### src/rtl/guess_entry.sv
// Debounces digit/confirm buttons, assembles a 4-digit unique BCD code, strobes confirm with the guess.
// Latency: raw press to entry update DEBOUNCE_CYCLES+3 edges. There is no backpressure: events are consumed on the cycle they occur.
module guess_entry #(
  parameter int DEBOUNCE_CYCLES = 16
) (
  input  logic        clock,
  input  logic        reset,
  input  logic [3:0]  digit_in,
  input  logic        key_digit,
  input  logic        key_confirm,
  output logic [15:0] guess,
  output logic        confirm,
  output logic [15:0] entry,
  output logic [2:0]  digit_count,
  output logic        error
);

  localparam int CW = (DEBOUNCE_CYCLES > 2) ? $clog2(DEBOUNCE_CYCLES) : 1;

  // Index 0 is the digit button and index 1 is the confirm button.
  logic [1:0]    raw;
  logic [1:0]    sync_meta;
  logic [1:0]    sync;
  logic [1:0]    deb;
  logic [1:0]    deb_q;
  logic [CW-1:0] deb_cnt [2];
  logic [1:0]    press;
  logic          digit_ev;
  logic          confirm_ev;
  logic          dup;
  logic          reject;

  assign raw = {key_confirm, key_digit};

  always_ff @(posedge clock or posedge reset) begin
    if (reset) begin
      sync_meta <= '0;
      sync      <= '0;
      deb       <= '0;
      deb_q     <= '0;
      for (int i = 0; i < 2; i++) begin
        deb_cnt[i] <= '0;
      end
    end else begin
      sync_meta <= raw;
      sync      <= sync_meta;
      deb_q     <= deb;
      for (int i = 0; i < 2; i++) begin
        if (sync[i] != deb[i]) begin
          if (deb_cnt[i] == CW'(DEBOUNCE_CYCLES - 1)) begin
            deb[i]     <= ~deb[i];
            deb_cnt[i] <= '0;
          end else begin
            deb_cnt[i] <= deb_cnt[i] + CW'(1);
          end
        end else begin
          deb_cnt[i] <= '0;
        end
      end
    end
  end

  // A confirm that coincides with a digit event is dropped.
  assign press      = deb & ~deb_q;
  assign digit_ev   = press[0];
  assign confirm_ev = press[1] & ~press[0];

  always_comb begin
    dup = 1'b0;
    for (int i = 0; i < 4; i++) begin
      if ((3'(i) < digit_count) && (entry[i*4 +: 4] == digit_in)) begin
        dup = 1'b1;
      end
    end
  end

  assign reject = (digit_in > 4'd9) || dup || (digit_count == 3'd4);

  always_ff @(posedge clock or posedge reset) begin
    if (reset) begin
      guess       <= '0;
      confirm     <= 1'b0;
      entry       <= '0;
      digit_count <= '0;
      error       <= 1'b0;
    end else begin
      confirm <= 1'b0;
      if (digit_ev) begin
        if (reject) begin
          error <= 1'b1;
        end else begin
          entry       <= {entry[11:0], digit_in};
          digit_count <= digit_count + 3'd1;
          error       <= 1'b0;
        end
      end else if (confirm_ev) begin
        case (digit_count)
          3'd4: begin
            guess       <= entry;
            confirm     <= 1'b1;
            entry       <= '0;
            digit_count <= '0;
            error       <= 1'b0;
          end
          // An empty entry acknowledges the result screens downstream.
          3'd0: begin
            confirm <= 1'b1;
            error   <= 1'b0;
          end
          default: error <= 1'b1;
        endcase
      end
    end
  end

endmodule

### config.mk
export PLATFORM = sky130hd
export DESIGN_NAME = guess_entry
export DESIGN_NICKNAME = d
export VERILOG_FILES = /design/src/rtl/guess_entry.sv
export SDC_FILE = /design/constraint.sdc
export NUM_CORES = 1
export LEC_CHECK = 0
export CAP_MARGIN = 20
export CELL_PAD_IN_SITES_DETAIL_PLACEMENT = 0
export CELL_PAD_IN_SITES_GLOBAL_PLACEMENT = 1
export CORE_MARGIN = 4
export CORE_UTILIZATION = 37
export DETAILED_ROUTE_END_ITERATION = 8
export HOLD_SLACK_MARGIN = 0.05
export PLACE_DENSITY = 0.73
export SLEW_MARGIN = 30
export SYNTH_ARGS = -nofsm -noshare
export SYNTH_HDL_FRONTEND = slang
export SYNTH_SLANG_ARGS = --single-unit
### constraint.sdc
create_clock -name clock -period 1.75 [get_ports clock]
set_input_delay 0.2625 -clock clock [delete_from_list [all_inputs] [get_ports clock]]
set_output_delay 0.2625 -clock clock [all_outputs]
set_load 0.02 [all_outputs]
==> impl_metrics.tcl <==
set metrics [dict create \
    setup_viol 0 \
    grt_max_degree 54 \
    dr.pass1.iters 4 \
    grt_pass1_vias 1692 \
    drc 0 \
    dp_hpwl_um 3500 \
    placed_area_um2 3090 \
    crit_type "flop to flop" \
    postRouteAntennaNets 0 \
    synth_enable_flop_cells 0 \
    grt_pass1_wl_um 8290 \
    synth_top_area_cell "dfrtp_1" \
    drv_cap 0 \
    syn_to_final_growth_pct 38.6 \
    clock_tree.root_cell "clkbuf_8" \
    max_freq_mhz 590 \
    worstMarginPinSlew_ns 0.354 \
    io_buffers 44 \
    reg2reg_depth 7 \
    netlist_instances 206 \
    routed_via_density 4.88 \
    fin_crit_ns 1.69 \
    synth_cell_types 35 \
    fin_crit_sh_pct 96.8 \
    ys_ff_latch 53 \
    rrSetupSlack_ns 0.06 \
    seq_area_frac_synth_pct 54.8 \
    synth_top_cell_area_share_pct 54.8 \
    dr_total_vias 1728 \
    start_util_pct 38.1 \
    cts_htree_levels 2 \
    hp-class "input pin to asynchronous set/reset pin" \
    syn_nets 218 \
    ys_warn_count 0 \
    synthTopCellsByCount "dfrtp_1, nand2_1, mux2i_1" \
    async_flop_share_pct 100 \
    path_max_fanout 5 \
    n_antenna_cell 0 \
    fin_util_pct 52.8 \
    synth.area.top_cells "dfrtp_1, mux2i_1, mux2_1" \
    die_height_um 88.9 \
    die_w_um 88.9 \
    ys_dominant_reg_cell "dfrtp_1" \
    route.final.wire_length_um 5210 \
    hold_buffers 0 \
    syn_area_per_cell_um2 11.7 \
    hold_violations 0 \
    powerDensity_nw_per_um2 676 \
    p_leak_nw 1.67 \
    grt_usage_pct 13.9 \
    r2r-start "digit_count[0]$_DFFE_PP0P_" \
    wire_per_inst_um 14.7 \
    gp_congestion 0.768 \
    reg2reg_to "digit_count[2]$_DFFE_PP0P_" \
    worstSkewPairLatency_ns 0.31 \
    nets 288 \
    slew_viol_final 0 \
    grt_overflow 0 \
    row_count 29 \
    clock_skew_ns 0.0106 \
    drive_gt1_share_pct 20.2 \
    status "finished, final reports clean" \
    critical_path_required_ns 1.95 \
    drtIter0Drc 80 \
    yosysMostFrequentCell "dfrtp_1" \
    worst_setup_path_start_kind "flop" \
    syn_area_um2 2420 \
    worst_slack_ns 0.0557 \
    stdcell_area_um2 3350 \
    endpoint_kind "flop" \
    arrival_ns 1.90 \
    peakVddDrop_mv 0.528 \
    clockBufferDepth 2 \
    slew_headroom_pct 76.2 \
    post-place-ws_ns -0.405 \
    clk_pin_slew_worst_paths_ns 0.10 \
    antenna_found_initial 0 \
    die-area_um2 7900 \
    cts_tree "yes" \
    cts_buffers 5 \
    cts.sinks 53 \
    ios 45 \
    coreArea_um2 6350 \
]
layer usage:
layer | track usage, % | share of wire, % | vias to the layer above
li1 | - | - | 836
met1 | 20.0 | 50 | 851
met2 | 20.3 | 45 | 37
met3 | 2.98 | 3.7 | 4
met4 | 5.36 | 1.4 | 0
met5 | 0 | 0 | -
cell families (layout without fill, tap and decap cells):
logic type	after synthesis	count (layout)	share of synthesized area, %
AND/OR/NAND/NOR	59	59	11.4
flip-flops	53	53	54.8
multiplexers	36	36	15.8
XOR/XNOR	20	20	7.24
AO/OA/AOI/OAI	17	17	4.71
buffers and inverters	17	88	3.93
adder cells (fa/ha/maj)	4	4	2.07
critical path: stages (launching register included):
cell and delay, ns:
dfrtp_2 0.43, buf_4 0.15, a21oi_2 0.14, nor3_2 0.05
a31oi_2 0.21, nand4_1 0.14, buf_6 0.17, a221o_1 0.30
stage by stage:
| step | hold slack (ns) | TNS [ns] | total power [mW] | cells |
|---|---|---|---|---|
| finish | 0.319 | 0 | 2.27 | 354 |
| floorplan | 0.294 | 0 | 1.37 | 206 |
| detailed placement | 0.336 | -7.40 | 1.44 | 339 |
| global route | 0.334 | -0.496 | 2.37 | 354 |
| CTS | 0.323 | 0 | 2.30 | 347 |
| global placement | 0.334 | -6.76 | 1.44 | 339 |
placed cells by master (no fill, tap or decap), types with 2 or more instances in the layout:
cell type         n
nand2_1          35
a311oi_1          2
a21oi_1           4
mux2_1           16
mux2_2            2
nand2_2           2
dlymetal6s2s_1    7
clkbuf_8          5
mux2i_1          18
nand3_1           2
buf_6             3
inv_1             4
dfrtp_2           4
dlygate4sd2_1     4
nor3_2            2
clkdlybuf4s50_1  33
buf_4            23
nor2b_1           5
xor2_1           11
nor2_1            2
ha_1              3
o21ai_0           3
nand4b_1          2
dfrtp_1          49
xnor2_1           8
o21ai_1           2
buf_12            3
power breakdown:
part / internal (mW) / switching, mW / leakage [nW]
logic: 0.0707 / 0.0802 / 0.985
clock network: 0.429 / 0.422 / 0.0543
registers: 1.25 / 0.0208 / 0.626
layout make-up:
class,instances,area [µm²]
clock inverter,3,46.3
timing repair buffer,75,759
tap,77,96.3
sequential,53,1330
fill,573,3000
clock buffer,5,68.8
multi-input combinational,136,1030
inverter,5,18.8
registers in the layout, summed over array words and instances (netlist names):
register and flops:
error 1, deb 2, digit_count 3, confirm 1
entry 16, guess 16, sync 2, deb_q 2
deb_cnt 8, sync_meta 2
what timing repair did:
item | 4_1_cts | 5_1_grt
buffers inserted | 0 | 5
pin swaps | 1 | 5
gates cloned | 0 | 2
setup endpoints to repair | 20 | 41
resized for setup | 6 | 25
worst max-delay path by stage:
stage | start | end | slack, ns | depth (start not counted)
after CTS | digit_in[2] | digit_count[2]$_DFFE_PP0P_ | 0.01 | 7
after global placement | digit_in[1] | entry[4]$_DFFE_PP0P_ | -0.36 | 7
after detailed placement | digit_in[1] | digit_count[1]$_DFFE_PP0P_ | -0.40 | 7
after floorplan | digit_count[0]$_DFFE_PP0P_ | guess[10]$_DFFE_PP0P_ | 0.03 | 7
final | digit_count[0]$_DFFE_PP0P_ | digit_count[2]$_DFFE_PP0P_ | 0.06 | 7
after global routing | digit_count[1]$_DFFE_PP0P_ | guess[3]$_DFFE_PP0P_ | -0.04 | 7
(Power assumes the default switching activity.)
